$ cat src/rtl/nibble_serial_addsub_ctrl_if.sv
// rtl/nibble_serial_addsub_ctrl_if.sv - operand/result bundle for the nibble-serial add/sub sequencer
interface nibble_serial_addsub_ctrl_if #(
  parameter int NIBBLES = 4
);
  localparam int W = 4 * NIBBLES;

  logic         start;
  logic         op;
  logic [W-1:0] a;
  logic [W-1:0] b;
  logic         ready;
  logic         busy;
  logic         done;
  logic [W-1:0] result;
  logic         cout;
  logic         ovf;

  modport master (
    output start, op, a, b,
    input  ready, busy, done, result, cout, ovf
  );

  modport slave (
    input  start, op, a, b,
    output ready, busy, done, result, cout, ovf
  );
endinterface

$ cat src/rtl/nibble_serial_addsub_ctrl.sv
// rtl/nibble_serial_addsub_ctrl.sv - wide add/sub stepped through one 4-bit slice, LSB nibble first
module nibble_serial_addsub_ctrl #(
  parameter int NIBBLES = 4
) (
  input  logic                        clk,
  input  logic                        rst_n,
  nibble_serial_addsub_ctrl_if.slave  io_bus
);
  localparam int W  = 4 * NIBBLES;
  localparam int CW = $clog2(NIBBLES);
  localparam logic [CW-1:0] LAST = CW'(NIBBLES - 1);

  typedef enum logic [1:0] {S_IDLE, S_RUN, S_DONE} state_t;

  state_t        r_state;
  logic [W-1:0]  r_a;
  logic [W-1:0]  r_b;
  logic          r_op;
  logic [CW-1:0] r_cnt;
  logic          r_carry;
  logic [W-1:0]  r_result;
  logic          r_cout;
  logic          r_ovf;
  logic          r_ready;
  logic          r_busy;
  logic          r_done;

  logic [3:0]    w_a_nib;
  logic [3:0]    w_b_nib;
  logic [4:0]    w_sum;
  logic          w_ovf;

  // The single 4-bit slice; b is inverted and carry_reg seeded with op for subtract.
  assign w_a_nib = r_a[{r_cnt, 2'b00} +: 4];
  assign w_b_nib = r_b[{r_cnt, 2'b00} +: 4] ^ {4{r_op}};
  assign w_sum   = {1'b0, w_a_nib} + {1'b0, w_b_nib} + {4'b0000, r_carry};
  assign w_ovf   = (w_a_nib[3] == w_b_nib[3]) && (w_sum[3] != w_a_nib[3]);

  always_ff @(posedge clk or negedge rst_n) begin
    if (!rst_n) begin
      r_state  <= S_IDLE;
      r_a      <= '0;
      r_b      <= '0;
      r_op     <= 1'b0;
      r_cnt    <= '0;
      r_carry  <= 1'b0;
      r_result <= '0;
      r_cout   <= 1'b0;
      r_ovf    <= 1'b0;
      r_ready  <= 1'b1;
      r_busy   <= 1'b0;
      r_done   <= 1'b0;
    end else begin
      case (r_state)
        S_IDLE, S_DONE: begin
          r_done <= 1'b0;
          if (io_bus.start) begin
            r_state  <= S_RUN;
            r_a      <= io_bus.a;
            r_b      <= io_bus.b;
            r_op     <= io_bus.op;
            r_cnt    <= '0;
            r_carry  <= io_bus.op;
            r_result <= '0;
            r_ready  <= 1'b0;
            r_busy   <= 1'b1;
          end else begin
            r_state  <= S_IDLE;
            r_ready  <= 1'b1;
            r_busy   <= 1'b0;
          end
        end
        S_RUN: begin
          r_result[{r_cnt, 2'b00} +: 4] <= w_sum[3:0];
          r_carry <= w_sum[4];
          if (r_cnt == LAST) begin
            r_state <= S_DONE;
            r_cout  <= w_sum[4];
            r_ovf   <= w_ovf;
            r_ready <= 1'b1;
            r_busy  <= 1'b0;
            r_done  <= 1'b1;
          end else begin
            r_cnt <= r_cnt + 1'b1;
          end
        end
        default: begin
          r_state <= S_IDLE;
          r_ready <= 1'b1;
          r_busy  <= 1'b0;
          r_done  <= 1'b0;
        end
      endcase
    end
  end

  assign io_bus.ready  = r_ready;
  assign io_bus.busy   = r_busy;
  assign io_bus.done   = r_done;
  assign io_bus.result = r_result;
  assign io_bus.cout   = r_cout;
  assign io_bus.ovf    = r_ovf;
endmodule
$ cat src/flat_wrapper.sv
// flat-port wrapper written by rule: the top's interface ports become plain ports
module nibble_serial_addsub_ctrl_flat 
#(
  parameter int NIBBLES = 4
)
  (clk, rst_n, io_bus_start, io_bus_op, io_bus_a, io_bus_b, io_bus_ready, io_bus_busy, io_bus_done, io_bus_result, io_bus_cout, io_bus_ovf);
  nibble_serial_addsub_ctrl_if #(.NIBBLES(NIBBLES)) io_bus_i ();
  input  logic clk;
  input  logic rst_n;
  input wire logic [$bits(io_bus_i.start)-1:0] io_bus_start;
  input wire logic [$bits(io_bus_i.op)-1:0] io_bus_op;
  input wire logic [$bits(io_bus_i.a)-1:0] io_bus_a;
  input wire logic [$bits(io_bus_i.b)-1:0] io_bus_b;
  output wire logic [$bits(io_bus_i.ready)-1:0] io_bus_ready;
  output wire logic [$bits(io_bus_i.busy)-1:0] io_bus_busy;
  output wire logic [$bits(io_bus_i.done)-1:0] io_bus_done;
  output wire logic [$bits(io_bus_i.result)-1:0] io_bus_result;
  output wire logic [$bits(io_bus_i.cout)-1:0] io_bus_cout;
  output wire logic [$bits(io_bus_i.ovf)-1:0] io_bus_ovf;
  assign io_bus_i.start = io_bus_start;
  assign io_bus_i.op = io_bus_op;
  assign io_bus_i.a = io_bus_a;
  assign io_bus_i.b = io_bus_b;
  assign io_bus_ready = io_bus_i.ready;
  assign io_bus_busy = io_bus_i.busy;
  assign io_bus_done = io_bus_i.done;
  assign io_bus_result = io_bus_i.result;
  assign io_bus_cout = io_bus_i.cout;
  assign io_bus_ovf = io_bus_i.ovf;
  nibble_serial_addsub_ctrl #(.NIBBLES(NIBBLES)) u_core (.clk(clk), .rst_n(rst_n), .io_bus(io_bus_i));
endmodule
$ cat config.mk
export PLATFORM = sky130hd
export DESIGN_NAME = nibble_serial_addsub_ctrl_flat
export DESIGN_NICKNAME = d
export VERILOG_FILES = /design/src/rtl/nibble_serial_addsub_ctrl_if.sv /design/src/rtl/nibble_serial_addsub_ctrl.sv /design/src/flat_wrapper.sv
export SDC_FILE = /design/constraint.sdc
export NUM_CORES = 1
export LEC_CHECK = 0
export ABC_AREA = 0
export CORE_MARGIN = 2
export CORE_UTILIZATION = 36
export DETAILED_ROUTE_END_ITERATION = 16
export GPL_TIMING_DRIVEN = 0
export PLACE_DENSITY = 0.73
export SLEW_MARGIN = 25
export SYNTH_ARGS = -nofsm -noshare
export SYNTH_HDL_FRONTEND = slang
export SYNTH_SLANG_ARGS = --single-unit
$ cat constraint.sdc
create_clock -name clk -period 2.6 [get_ports clk]
set_input_delay 0.26 -clock clk [delete_from_list [all_inputs] [get_ports clk]]
set_output_delay 0.26 -clock clk [all_outputs]
set_load 0.01 [all_outputs]
Yosys cells after proc, flatten, opt, wreduce, memory -nomap -nowiden:

Cells that the tools add are included.

* shifts and indexed selects: 4
* bitwise operators: 1
* reduce and logical (&&, ||, !) cells: 8
* $add $sub $neg: 4
* equal/unequal tests: 8
* mux-type cells: 18

Operators with widths (number)
* one-hot mux 16 bit (2 select lines): 1
* indexed part select 16 x 5 -> 4 bit: 2
* bitwise mux 16 bit: 1
* 2-to-1 mux 16 bit: 1
* variable shift 4 x 6 -> 16 bit (first input constant): 1
* indexed part select 4 x 6 -> 16 bit: 1
* one-hot mux 2 bit (2 select lines): 2
* 2-to-1 mux 1 bit: 7
* 2-to-1 mux 2 bit: 3
* negator 4 -> 6 bit: 1
* one-hot mux 1 bit (2 select lines): 3
* AND reduction 2 bit: 3
* adder 4 x 4 -> 5 bit: 1
* adder 5 x 1 -> 5 bit: 1
* equality test 2 bit (second input constant): 2
* inequality test 2 bit (second input constant): 2
* XOR 4 bit: 1
* AND reduction 3 bit: 1
* adder 2 x 1 -> 2 bit (second input constant): 1
* equality test 2 x 1 -> 1 bit (second input constant): 1
* logical NOT 2 bit: 1
* inequality test 2 x 1 -> 1 bit (second input constant): 1
* nonzero test 2 bit: 1
* OR reduction 2 bit: 1
* other kinds (3): 3

* flip-flop bits (word level): 59
* output and inout port bits: 21
* bits of input ports: 36
* word-level logic and storage cells: 55

Depth between registers and ports, before layout:

* depth in word-level cells: 7
* gate-level depth with buffers: 10
* depth with buffers taken out: 8

Worst setup path after synthesis:

Ideal clock, no wire load.

* kind: register to register
* from: register u_core.r_cnt[0]
* to: register u_core.r_result[14], in the netlist u_core.io_bus.result[14]
* stages on the path, launching flop included: 9
* library setup time: 0.122 ns
* required time: 2.478 ns
* arrival time: 2.525 ns
* buffers on the path: 2
* slack: -0.046 ns
* clock period less this slack: 2.646 ns
* path through: dfrtp_1 buf_6 buf_8 mux4_2 xnor2_1 fa_1 fa_1 xnor2_1 a32o_1

* cells in the longest elaborated chain, start to end: 7
* elaborated cells on any way between the ends: 10
* classes of those cells: add/sub: 3; shift: 4; mux: 2; bitwise: 1

RTL lines
* from (decl): line nibble_serial_addsub_ctrl.sv:19 `logic [CW-1:0] r_cnt;`
* from (signal assigned): line nibble_serial_addsub_ctrl.sv:84 `r_cnt <= r_cnt + 1'b1;`
* indexed part select 16 x 5 -> 4 bit: line nibble_serial_addsub_ctrl.sv:35 `assign w_b_nib = r_b[{r_cnt, 2'b00} +: 4] ^ {4{r_op}};`
* XOR 4 bit: line nibble_serial_addsub_ctrl.sv:35
* adder 4 x 4 -> 5 bit: line nibble_serial_addsub_ctrl.sv:36 `assign w_sum = {1'b0, w_a_nib} + {1'b0, w_b_nib} + {4'b0000, r_carry};`
* adder 5 x 1 -> 5 bit: line nibble_serial_addsub_ctrl.sv:36
* indexed part select 4 x 6 -> 16 bit: line nibble_serial_addsub_ctrl.sv:74 `r_result[{r_cnt, 2'b00} +: 4] <= w_sum[3:0];`
* bitwise mux 16 bit *: line nibble_serial_addsub_ctrl.sv:74
* one-hot mux 16 bit (2 select lines) *: line nibble_serial_addsub_ctrl.sv:54 `case (r_state)`
* to (signal, indexed assignment): line nibble_serial_addsub_ctrl.sv:74
* to (decl): line nibble_serial_addsub_ctrl.sv:21 `logic [W-1:0] r_result;`

Every way passes the cells marked *; elsewhere a longest branch is shown, timed or not.
A chain may end at the register's enable or synchronous reset.

Final worst setup path:

* from: register u_core.r_cnt[0]
* to: register u_core.r_carry

* cells in the longest elaborated chain, start to end: 5
* elaborated cells on any way between the ends: 6
* classes of those cells: add/sub: 2; shift: 2; mux: 1; bitwise: 1

RTL lines
* indexed part select 16 x 5 -> 4 bit: line nibble_serial_addsub_ctrl.sv:35
* XOR 4 bit: line nibble_serial_addsub_ctrl.sv:35
* adder 4 x 4 -> 5 bit *: line nibble_serial_addsub_ctrl.sv:36
* adder 5 x 1 -> 5 bit *: line nibble_serial_addsub_ctrl.sv:36
* one-hot mux 1 bit (2 select lines) *: line nibble_serial_addsub_ctrl.sv:54
* to (signal assigned): line nibble_serial_addsub_ctrl.sv:63 `r_carry <= io_bus.op;`
* to (signal assigned): line nibble_serial_addsub_ctrl.sv:75 `r_carry <= w_sum[4];`
* to (decl): line nibble_serial_addsub_ctrl.sv:20 `logic r_carry;`

Marks and branches as above.

==> impl_metrics.json <==
{
  "status": "completed",
  "routed_wl_um": 6140,
  "synth_top_cell_by_area": "dfrtp_1",
  "fill_cells": 644,
  "r2r-start": "u_core.r_cnt[0]",
  "drt_iter0_markers": 96,
  "rr_worst_depth": 9,
  "worst_ep_required_time_ns": 2.87,
  "num_io_pins": 57,
  "final_util_pct": 51.2,
  "syn-num-nets": 310,
  "p_seq_share_pct": 26.8,
  "gp_congestion": 0.826,
  "num-nets-final": 383,
  "ir_worst_vdd_mv": 0.887,
  "die_y_um": 89.8,
  "finalClockSkew_ns": 0.00675,
  "grtUsageMet1_pct": 20.7,
  "yosysWarnings": 0,
  "synth.area.top_cells": "dfrtp_1 (53%), nand2_1 (16%), mux4_1 (4.0%)",
  "grt_pass1_vias": 2187,
  "grt_setup_unrepaired": "yes",
  "synth_seq_area_share_pct": 53.8,
  "hold_path.class": "in -> async",
  "firstDrtPassIters": 5,
  "num_antenna_cells": 0,
  "syn_inst": 265,
  "fin_crit_ns": 2.53,
  "ys_top_cells_by_count": "nand2_1 (114), dfrtp_1 (56), o21ai_0 (10)",
  "max_clock_freq_ghz": 0.395,
  "synth_top_area_share_pct": 52.8,
  "num_rows": 31,
  "cts_max_level": 3,
  "routed_via_density": 4.73,
  "synth.distinct_cells": 33,
  "r2r-end": "u_core.r_carry",
  "postRouteAntennaNets": 0,
  "crit_type": "reg -> reg",
  "drv_cap": 0,
  "gr-usage-all-layers_pct": 16.5,
  "switchingPower_mw": 2.25,
  "place_hpwl_um": 4310,
  "seqCellArea_um2": 1430,
  "die-area_um2": 8070,
  "die_x_um": 89.8,
  "overflow": 0,
  "endpoint_kind": "flop",
  "wl_per_cell_um": 13.9,
  "leakagePower_nw": 1.74,
  "slew_violations": 0,
  "internal_power_mw": 3.32,
  "core_area_um2": 7180,
  "avgSynthCellArea_um2": 10.0,
  "initial_core_util_pct": 37.0,
  "cts_sinks": 57,
  "cts_root_buffer": "clkbuf_8",
  "synth_edf_count": 0,
  "post-route-period-util_pct": 97.5,
  "syn_to_final_growth_pct": 38.5,
  "clock_power_share_pct": 17.0,
  "num_vias": 2091,
  "mappedNetlistArea_um2": 2650,
  "synthMostInstantiatedCell": "nand2_1",
  "globalRouteMet2Util_pct": 27.5,
  "tns_ns": 0,
  "relSlewSlack_pct": 66.2,
  "synth_ff_type": "dfrtp_1",
  "combPwrFrac_pct": 56.2,
  "drive_gt1_share_pct": 12.8,
  "start_kind": "flop",
  "regToRegSetupSlack_ns": 0.07,
  "clock_path_buffers": 2,
  "finalHoldViolCount": 0,
  "antenna_found_initial": 0,
  "io_buffers": 56,
  "async_reset_ff_share_pct": 100,
  "synth_seq_cells": 57,
  "worst_hold_slack_ns": 0.322,
  "crit_path_max_fanout": 6,
  "multi_input_area_um2": 1170,
  "grt_use_met3_pct": 4.27,
  "final-setup-viol-count": 0,
  "powerDensity_nw_per_um2": 1520,
  "p_sw_share_pct": 40.4,
  "cts.clk_slew.worst_paths_ns": 0.07,
  "numCtsBuffers": 9,
  "drc": 0,
  "grt_pass1_wl_um": 10500,
  "crit_arrival_ns": 2.80,
  "busiest_layer": "met2",
  "clk_latency_ns": 0.34,
  "grt_max_degree": 42,
  "cts_tree": "yes",
  "worst_pin_slew_ns": 0.507
}
## metal layers
metal  vias up  share of wire (%)
li1       1017                  -
met1       991                 46
met2        67                 48
met3        16                4.6
met4         0                2.0
met5         -                  0
## flip-flops by register name (all words and copies together), names as in the netlist
register / flops
u_core.io_bus.result: 16
u_core.r_a: 16
u_core.r_b: 16
u_core.r_cnt: 2
u_core.io_bus.busy: 1
u_core.io_bus.cout: 1
u_core.io_bus.ovf: 1
u_core.io_bus.ready: 1
u_core.r_carry: 1
u_core.r_op: 1
u_core.r_state: 1
## cells by family (layout without fill, tap and decap cells)
family / Yosys count / count (layout) / share of synthesized area [%]
muxes: 8 / 8 / 7.36
xor gates and xnor gates: 7 / 7 / 2.31
buffers and inverters: 21 / 99 / 3.87
AOI/OAI and AO/OA: 29 / 29 / 7.22
adders and majority gates: 9 / 9 / 4.81
and+or+nand+nor: 134 / 134 / 20.6
DFF: 57 / 57 / 53.8
## worst max-delay path by stage
| stage | startpoint | cells past startpoint | slack (ns) | end |
|---|---|---|---|---|
| final | u_core.r_cnt[0] | 9 | 0.07 | u_core.r_carry |
| after global routing | u_core.r_cnt[0] | 9 | -0.03 | u_core.r_carry |
| after CTS | u_core.r_cnt[0] | 9 | 0.04 | u_core.r_carry |
| after detailed placement | u_core.r_cnt[0] | 8 | -0.38 | u_core.io_bus.result[14] |
| after global placement | rst_n | 1 | -0.42 | u_core.r_a[6] |
| after floorplan | u_core.r_cnt[0] | 8 | 0.002 | u_core.io_bus.result[14] |
## repair_timing
| action | CTS | global route |
|---|---|---|
| setup buffers | 5 | 0 |
| endpoints found under the setup margin | 14 | 7 |
| hold endpoints to repair | 16 | 0 |
| hold buffers | 1 | 0 |
| pin swaps | 2 | 2 |
| gates resized for setup | 7 | 5 |
## per-stage QoR
stage	cell area (um^2)	setup WS (ns)	cells	power, mW
after floorplan	2660	0.00236	265	3.26
after global placement	3340	-0.421	420	4.13
after detailed placement	3360	-0.384	421	4.21
after CTS	3660	0.0366	442	5.51
after global routing	3670	-0.0333	442	5.99
final	3670	0.0655	442	5.58
## critical path, cell delays in order, from the launching register on
cell	delay, ns
dfrtp_1	0.39
buf_12	0.13
mux4_2	0.50
xnor2_1	0.16
fa_2	0.37
fa_2	0.41
nor2b_2	0.15
o21a_1	0.15
nor3_1	0.06
o21ai_1	0.13
## power groups by stage
stage               Combinational, mW  Clock, mW  Sequential (mW)
CTS                              3.05      0.957             1.49
finish                           3.13      0.947             1.50
global placement                 2.64          0             1.49
floorplan                        1.76          0             1.50
global route                     3.44       1.00             1.54
detailed placement               2.69          0             1.51
## cells in the final DEF (no fill, tap or decap), drive strengths merged, types with 2 or more instances in the layout
master | netlist | routed
nand2 | 114 | 114
dfrtp | 56 | 56
clkdlybuf4s50 | 0 | 55
clkbuf | 4 | 15
buf | 9 | 15
o21ai | 13 | 13
inv | 8 | 8
mux4 | 8 | 8
ha | 7 | 7
a22o | 6 | 6
a21oi | 5 | 5
nor2 | 4 | 4
xor2 | 4 | 4
nor2b | 4 | 4
nand2b | 3 | 3
nand3 | 3 | 3
xnor2 | 3 | 3
a32o | 2 | 2
and3 | 2 | 2
fa | 2 | 2
bufinv | 0 | 2
clkinv | 0 | 2
nor3 | 2 | 2
## area by class of cell
type / instances / share of cell area, %
buffer: 12 / 1.80
clock buffer: 11 / 4.12
clock inverter: 5 / 2.11
inverter: 8 / 0.817
multi-input combinational: 187 / 31.9
sequential: 57 / 38.8
tap: 99 / 3.37
timing repair buffer: 63 / 17.0
No activity file was read; power rests on OpenSTA's default activity.
